**config.mk**
```make
export PLATFORM = sky130hd
export DESIGN_NAME = pwm_ramp_ctrl
export DESIGN_NICKNAME = d
export VERILOG_FILES = /design/src/rtl/pwm_pkg.sv /design/src/rtl/pwm_frame_timer.sv /design/src/rtl/pwm_ramp_ctrl.sv
export SDC_FILE = /design/constraint.sdc
export NUM_CORES = 1
export LEC_CHECK = 0
export BUFFER_PORTS_ARGS = -buffer_cell sky130_fd_sc_hd__buf_2
export CORE_ASPECT_RATIO = 0.75
export CORE_UTILIZATION = 42
export DETAILED_ROUTE_END_ITERATION = 7
export PLACE_DENSITY = 0.6
export SETUP_SLACK_MARGIN = 0.15
export SYNTH_ARGS = -nofsm -noshare
export SYNTH_HDL_FRONTEND = slang
export SYNTH_SLANG_ARGS = --single-unit
```
**constraint.sdc**
```tcl
create_clock -name clk -period 9.9 [get_ports clk]
set_input_delay 0.99 -clock clk [delete_from_list [all_inputs] [get_ports clk]]
set_output_delay 0.99 -clock clk [all_outputs]
set_load 0.03 [all_outputs]
```
**src/rtl/pwm_pkg.sv**
```systemverilog
// rtl/pwm_pkg.sv - shared state encoding and default widths for the PWM ramp controller
package pwm_pkg;

    localparam int DEF_W     = 16;
    localparam int DEF_DIV_W = 8;

    typedef enum logic [1:0] {
        IDLE = 2'd0,
        RAMP = 2'd1,
        HOLD = 2'd2,
        STOP = 2'd3
    } pwm_state_t;

endpackage

```
**src/rtl/pwm_frame_timer.sv**
```systemverilog
// rtl/pwm_frame_timer.sv - frame counter mirroring the downstream PWM counter, flags the last cycle of each frame
module pwm_frame_timer
    import pwm_pkg::*;
#(
    parameter int W = DEF_W
) (
    input  logic         clk,
    input  logic         rst,
    input  logic         clear,
    input  logic [W-1:0] period,
    output logic         frame_end
);

    logic [W-1:0] count;
    logic [W-1:0] last;

    // periods of 0 and 1 both collapse to a one-cycle frame with the counter parked at 0
    always_comb begin
        last = (period > W'(1)) ? period - W'(1) : '0;
    end

    assign frame_end = (count == last);

    // counter wraps at the end of each frame and is held at 0 while cleared
    always_ff @(posedge clk) begin
        if (rst || clear) begin
            count <= '0;
        end else if (frame_end) begin
            count <= '0;
        end else begin
            count <= count + W'(1);
        end
    end

endmodule

```
**src/rtl/pwm_ramp_ctrl.sv**
```systemverilog
// rtl/pwm_ramp_ctrl.sv - ramps PWM duty toward a requested target; PWM_SOFT_STOP_EN enables ramp-down on stop
module pwm_ramp_ctrl
    import pwm_pkg::*;
#(
    parameter int W     = DEF_W,
    parameter int DIV_W = DEF_DIV_W
) (
    input  logic             clk,
    input  logic             rst,
    input  logic             en,
    input  logic [W-1:0]     period_in,
    input  logic [W-1:0]     target_in,
    input  logic             target_valid,
    output logic             target_ready,
    input  logic [W-1:0]     step,
    input  logic [DIV_W-1:0] frames_per_step,
    output logic [W-1:0]     duty_cycle,
    output logic [W-1:0]     period,
    output logic             busy,
    output logic             at_target
);

    // where the machine goes when en drops while driving the PWM
`ifdef PWM_SOFT_STOP_EN
    localparam pwm_state_t EN_OFF_STATE = STOP;
`else
    localparam pwm_state_t EN_OFF_STATE = IDLE;
`endif

    pwm_state_t       state;
    pwm_state_t       state_next;

    logic [W-1:0]     duty_q;
    logic [W-1:0]     duty_next;
    logic [W-1:0]     period_q;
    logic [W-1:0]     period_next;
    logic [W-1:0]     tgt_q;
    logic [W-1:0]     tgt_next;
    logic [W-1:0]     clamp_val;
    logic [W-1:0]     step_eff;
    logic [W-1:0]     goal;
    logic [W-1:0]     toward;
    logic [DIV_W-1:0] div_q;
    logic [DIV_W-1:0] div_next;
    logic [DIV_W-1:0] div_last;

    logic             handshake;
    logic             accept;
    logic             driving;
    logic             frame_end;
    logic             tick;
    logic             timer_clear;

    // the frame counter only runs while the PWM is being driven
    assign timer_clear = (state == IDLE) || (state_next == IDLE);

    pwm_frame_timer #(
        .W(W)
    ) u_frame_timer (
        .clk       (clk),
        .rst       (rst),
        .clear     (timer_clear),
        .period    (period_q),
        .frame_end (frame_end)
    );

    // target acceptance: clamp against the period that will be active after this cycle
    always_comb begin
        driving     = (state == RAMP) || (state == HOLD);
        handshake   = target_valid && target_ready;
        period_next = (state == IDLE) ? period_in : period_q;
        clamp_val   = (target_in > period_next) ? period_next : target_in;
        accept      = handshake && !(driving && !en);
        tgt_next    = accept ? clamp_val : tgt_q;
    end

    // step pacing and the saturating move of duty toward the current goal
    always_comb begin
        step_eff = (step == '0) ? W'(1) : step;
        div_last = (frames_per_step == '0) ? '0 : frames_per_step - DIV_W'(1);
        tick     = frame_end && (div_q >= div_last) && ((state == RAMP) || (state == STOP));
        goal     = (state == STOP) ? '0 : tgt_next;
        if (duty_q < goal) begin
            toward = (goal - duty_q <= step_eff) ? goal : duty_q + step_eff;
        end else if (duty_q > goal) begin
            toward = (duty_q - goal <= step_eff) ? goal : duty_q - step_eff;
        end else begin
            toward = duty_q;
        end
    end

    // frame divider counts frame ends while ramping and survives target redirects
    always_comb begin
        div_next = '0;
        if ((state == RAMP) || (state == STOP)) begin
            if (tick) begin
                div_next = '0;
            end else if (frame_end) begin
                div_next = div_q + DIV_W'(1);
            end else begin
                div_next = div_q;
            end
        end
    end

    // next duty value: zero in IDLE, steps only on paced frame ends
    always_comb begin
        duty_next = duty_q;
        if (state == IDLE) begin
            duty_next = '0;
        end else if (state == STOP) begin
`ifdef PWM_SOFT_STOP_EN
            if (!en && tick) begin
                duty_next = toward;
            end
`else
            duty_next = '0;
`endif
        end else if (!en) begin
`ifndef PWM_SOFT_STOP_EN
            duty_next = '0;
`endif
        end else if ((state == RAMP) && tick) begin
            duty_next = toward;
        end
    end

    // state register
    always_ff @(posedge clk) begin
        if (rst) begin
            state <= IDLE;
        end else begin
            state <= state_next;
        end
    end

    // next-state decision; en low outranks any target offered in the same cycle
    always_comb begin
        state_next = state;
        case (state)
            IDLE: begin
                if (en) begin
                    state_next = RAMP;
                end
            end
            RAMP: begin
                if (!en) begin
                    state_next = EN_OFF_STATE;
                end else if (duty_q == tgt_next) begin
                    state_next = HOLD;
                end
            end
            HOLD: begin
                if (!en) begin
                    state_next = EN_OFF_STATE;
                end else if (duty_q != tgt_next) begin
                    state_next = RAMP;
                end
            end
            STOP: begin
`ifdef PWM_SOFT_STOP_EN
                if (en) begin
                    state_next = RAMP;
                end else if (duty_q == '0) begin
                    state_next = IDLE;
                end
`else
                state_next = IDLE;
`endif
            end
            default: begin
                state_next = IDLE;
            end
        endcase
    end

    // status outputs, all forced low while reset is held
    always_comb begin
        target_ready = !rst && (state != STOP);
        busy         = !rst && (state != IDLE);
        at_target    = !rst && (state == HOLD) && (duty_q == tgt_q);
    end

    // datapath registers: duty, frozen period, latched target and divider
    always_ff @(posedge clk) begin
        if (rst) begin
            duty_q   <= '0;
            period_q <= '0;
            tgt_q    <= '0;
            div_q    <= '0;
        end else begin
            duty_q   <= duty_next;
            period_q <= period_next;
            tgt_q    <= tgt_next;
            div_q    <= div_next;
        end
    end

    assign duty_cycle = duty_q;
    assign period     = period_q;

endmodule
```
==> summary.md <==
| Metric | Value |
|---|---|
| Status | `completed` |
| DP HPWL | `24.1 mm` |
| Layout cells sized above 1 | `13.8%` |
| CP peak stage delay | `0.55 ns` |
| N_diodes | `0` |
| Layout Utilization | `47.6%` |
| Clock power share | `27.1%` |
| Seq/Total Area, Yosys | `15.5%` |
| Switch Pwr | `0.616 mW` |
| Pre-CTS setup slack | `1.05 ns` |
| Async set-reset flop share out of synthesis | `0%` |
| # rows | `47` |
| Avg Cell Area, Syn | `7.58 sq um` |
| Total global routing overflow | `0` |
| CP max-delay cell | `ha_2` |
| Max-slew violation count | `0` |
| Final Instance Count excl. Fillers | `1606` |
| IO Pins | `95` |
| Core Region | `22200 sq um` |
| Starting Density | `43.0%` |
| Final Cycle Share | `88.3%` |
| First-pass GRT wire length | `46.2 mm` |
| Max cap viols | `0` |
| Most frequent cells in the layout | `nor2_1, ha_1, buf_2` |
| Post-Route WL | `29.4 mm` |
| Worst-skew pair later-pin latency | `0.35 ns` |
| Crit path capture type | `flop` |
| Vias in the first global route | `8404` |
| Setup Viol. Count Final | `0` |
| Sequential Power Share | `22.0%` |
| Number of antenna violations at the first check in global routing | `0` |
| CTS Root Cell | `clkbuf_16` |
| Total GRT Usage | `25.1%` |
| Synth Register Bits | `74` |
| Synth warn | `0` |
| Clk buf depth | `2` |
| CTS clk-pin slew, worst paths | `0.06 ns` |
| WL met1 | `15.8 mm` |
| Top sig layer | `met4` |
| Crit path max fanout | `32` |
| Yosys cell types | `84` |
| Die Span Y | `133 microns` |
| Cts bufs inserted | `9` |
| Netlist Area Pre-Place | `9540 sq um` |
| IO Port Bufs | `94` |
| Detailed Route Iter0 Violations | `813` |
| Met2 routed WL | `11.1 mm` |
| Cell count after synthesis | `1258` |
| Placer Congestion | `0.942` |
| RSZ-0062 raised after global routing | `false` |
| Clock sinks | `74` |
| Internal power | `0.866 mW` |
| Largest net degree at the start of global routing | `42` |
| Peak supply drop | `0.0807 mV` |
| Crit path DAT | `9.00 ns` |
| Met3 routed WL | `2.07 mm` |
| Post-DR vias/cell | `5.79` |
| Setup tns final | `0 ns` |
| Number of synthesized flops with an enable pin | `0` |
| Final setup margin | `1.16 ns` |
| Most common cell after layout, fill and taps aside | `nor2_1` |
| Nets | `1497` |
| Antenna Nets Post-Route | `0` |
| DR DRC count | `0` |
| TritonCTS clock tree | `built` |
| Fin. Hold Viols | `0` |
| Synth Net Count | `1448` |
| Die width | `176 microns` |
| H-Tree Depth | `3` |
| Die footprint | `23300 sq um` |
| First-pass DRT Iterations | `5` |
| CP Data Required Time | `10.16 ns` |
| Sw Share | `41.6%` |
| Placed Cells | `1590` |
| Fillcell total | `2220` |
| Startpoint Class | `flop` |
| Worst slew margin | `29.0%` |
| Wire per inst | `18.3 microns` |
| Logic pwr share | `50.9%` |
| Tightest Pin Transition | `1.05 ns` |
| Area delta synth->final | `10.6%` |
| FMAX | `114 MHz` |
| Top FF cell, synth | `dfxtp_1` |
| HP Class | `reg2reg` |
| Leak pwr | `4.80 nW` |
| Vias | `9294` |
| Post-route clock skew | `0.00989 ns` |
| Final min period | `8.74 ns` |
| Cts hold-fix bufs | `0` |
| Power Density | `141 nW/um^2` |
| Kind of critical path | `reg2reg` |
==> per-layer routing <==
layer | track usage (%) | vias up
li1 | - | 4646
met1 | 40.6 | 4317
met2 | 32.7 | 306
met3 | 5.37 | 25
met4 | 4.88 | 0
met5 | 0 | -
==> timing repair <==
action                                 in CTS  in global routing
endpoints found under the hold margin       0                  0
setup endpoints to repair                   0                 10
setup buffers                               0                  0
gates resized for setup                     0                  1
==> power groups by stage <==
stage / combinational [mW] / sequential [mW] / clock [mW]
after floorplan: 0.536 / 0.337 / 0
after global placement: 0.728 / 0.332 / 0
after detailed placement: 0.733 / 0.332 / 0
after CTS: 0.738 / 0.325 / 0.409
after global routing: 0.829 / 0.327 / 0.423
final: 0.755 / 0.326 / 0.402
==> critical path, delay by kind of cell (launching register included) <==
family	cells	cell delay, ns
AO/OA/AOI/OAI	15	3.47
AND/OR/NAND/NOR	10	2.25
adder cells (fa/ha/maj)	4	1.65
buffers and inverters	3	0.57
flip-flops	1	0.36
multiplexers	2	0.29
==> metrics by stage <==
step / hold WS (ns) / power, mW / cell area, sq um
2_1_floorplan: 0.461 / 0.873 / 9540
3_3_place_gp: 0.497 / 1.06 / 10200
3_5_place_dp: 0.499 / 1.06 / 10200
4_1_cts: 0.509 / 1.47 / 10500
5_1_grt: 0.520 / 1.58 / 10500
6_report: 0.510 / 1.48 / 10500
==> cells by family after synthesis <==
logic type | share of synthesized area [%]
compound gates | 21.6
xor+xnor | 9.21
fa+ha+maj | 17.5
buf+inv | 6.41
flops | 15.5
mux | 5.23
simple gates | 24.6
==> flip-flops by register name, summed over array words and instances, names as in the netlist <==
name	flops
div_q	8
duty_cycle	16
period	16
state	2
tgt_q	16
u_frame_timer.count	16
==> Yosys cell counts (all sizes together) (5+ instances only) <==
| cell type | count | area, sq um |
|---|---|---|
| a221oi | 9 | 78.8 |
| a22oi | 5 | 37.5 |
| mux2 | 20 | 225 |
| nand4 | 25 | 156 |
| xnor2 | 47 | 412 |
| a21oi | 79 | 395 |
| nand2 | 89 | 334 |
| mux2i | 27 | 274 |
| o31a | 5 | 43.8 |
| or4b | 6 | 60.1 |
| clkbuf | 54 | 203 |
| nor3b | 7 | 52.6 |
| a21o | 31 | 233 |
| nand2b | 18 | 113 |
| and3 | 15 | 93.8 |
| or3 | 11 | 68.8 |
| and2 | 10 | 62.6 |
| nor3 | 55 | 287 |
| o22ai | 10 | 62.6 |
| o31ai | 5 | 37.5 |
| inv | 90 | 338 |
| xor2 | 43 | 377 |
| o21a | 14 | 105 |
| or4 | 5 | 37.5 |
| dfxtp | 74 | 1480 |
| or2 | 15 | 93.8 |
| a211oi | 16 | 150 |
| nand3 | 23 | 115 |
| o21bai | 8 | 60.1 |
| nor4 | 19 | 146 |
| o221a | 7 | 78.8 |
| o221ai | 7 | 61.3 |
| buf | 13 | 71.3 |
| a31oi | 11 | 68.8 |
| o211ai | 10 | 75.1 |
| ha | 126 | 1580 |
| and4 | 7 | 61.3 |
| nor2b | 13 | 81.3 |
| o21ai | 42 | 210 |
| nor2 | 128 | 480 |
==> layout make-up <==
cell class	count	area, sq um	area share, %
Multi-Input combinational cell	1027	7460	70.7
Sequential cell	74	1480	14.0
Timing Repair Buffer	105	553	5.24
Tap cell	294	368	3.49
Inverter	90	338	3.20
Clock buffer	11	253	2.40
Clock inverter	5	100	0.949
==> path summary, 6_finish.rpt <==
kind	startpoint	to	slack [ns]	cells after the start
worst min-delay path	div_q[1]	div_q[1]	0.51	2
worst min register to register	div_q[1]	div_q[1]	0.51	2
worst max-delay path	state[0]	duty_cycle[6]	1.16	34
worst max register to register	state[0]	duty_cycle[6]	1.16	34
Note: power is estimated with default switching activity, not from simulation.
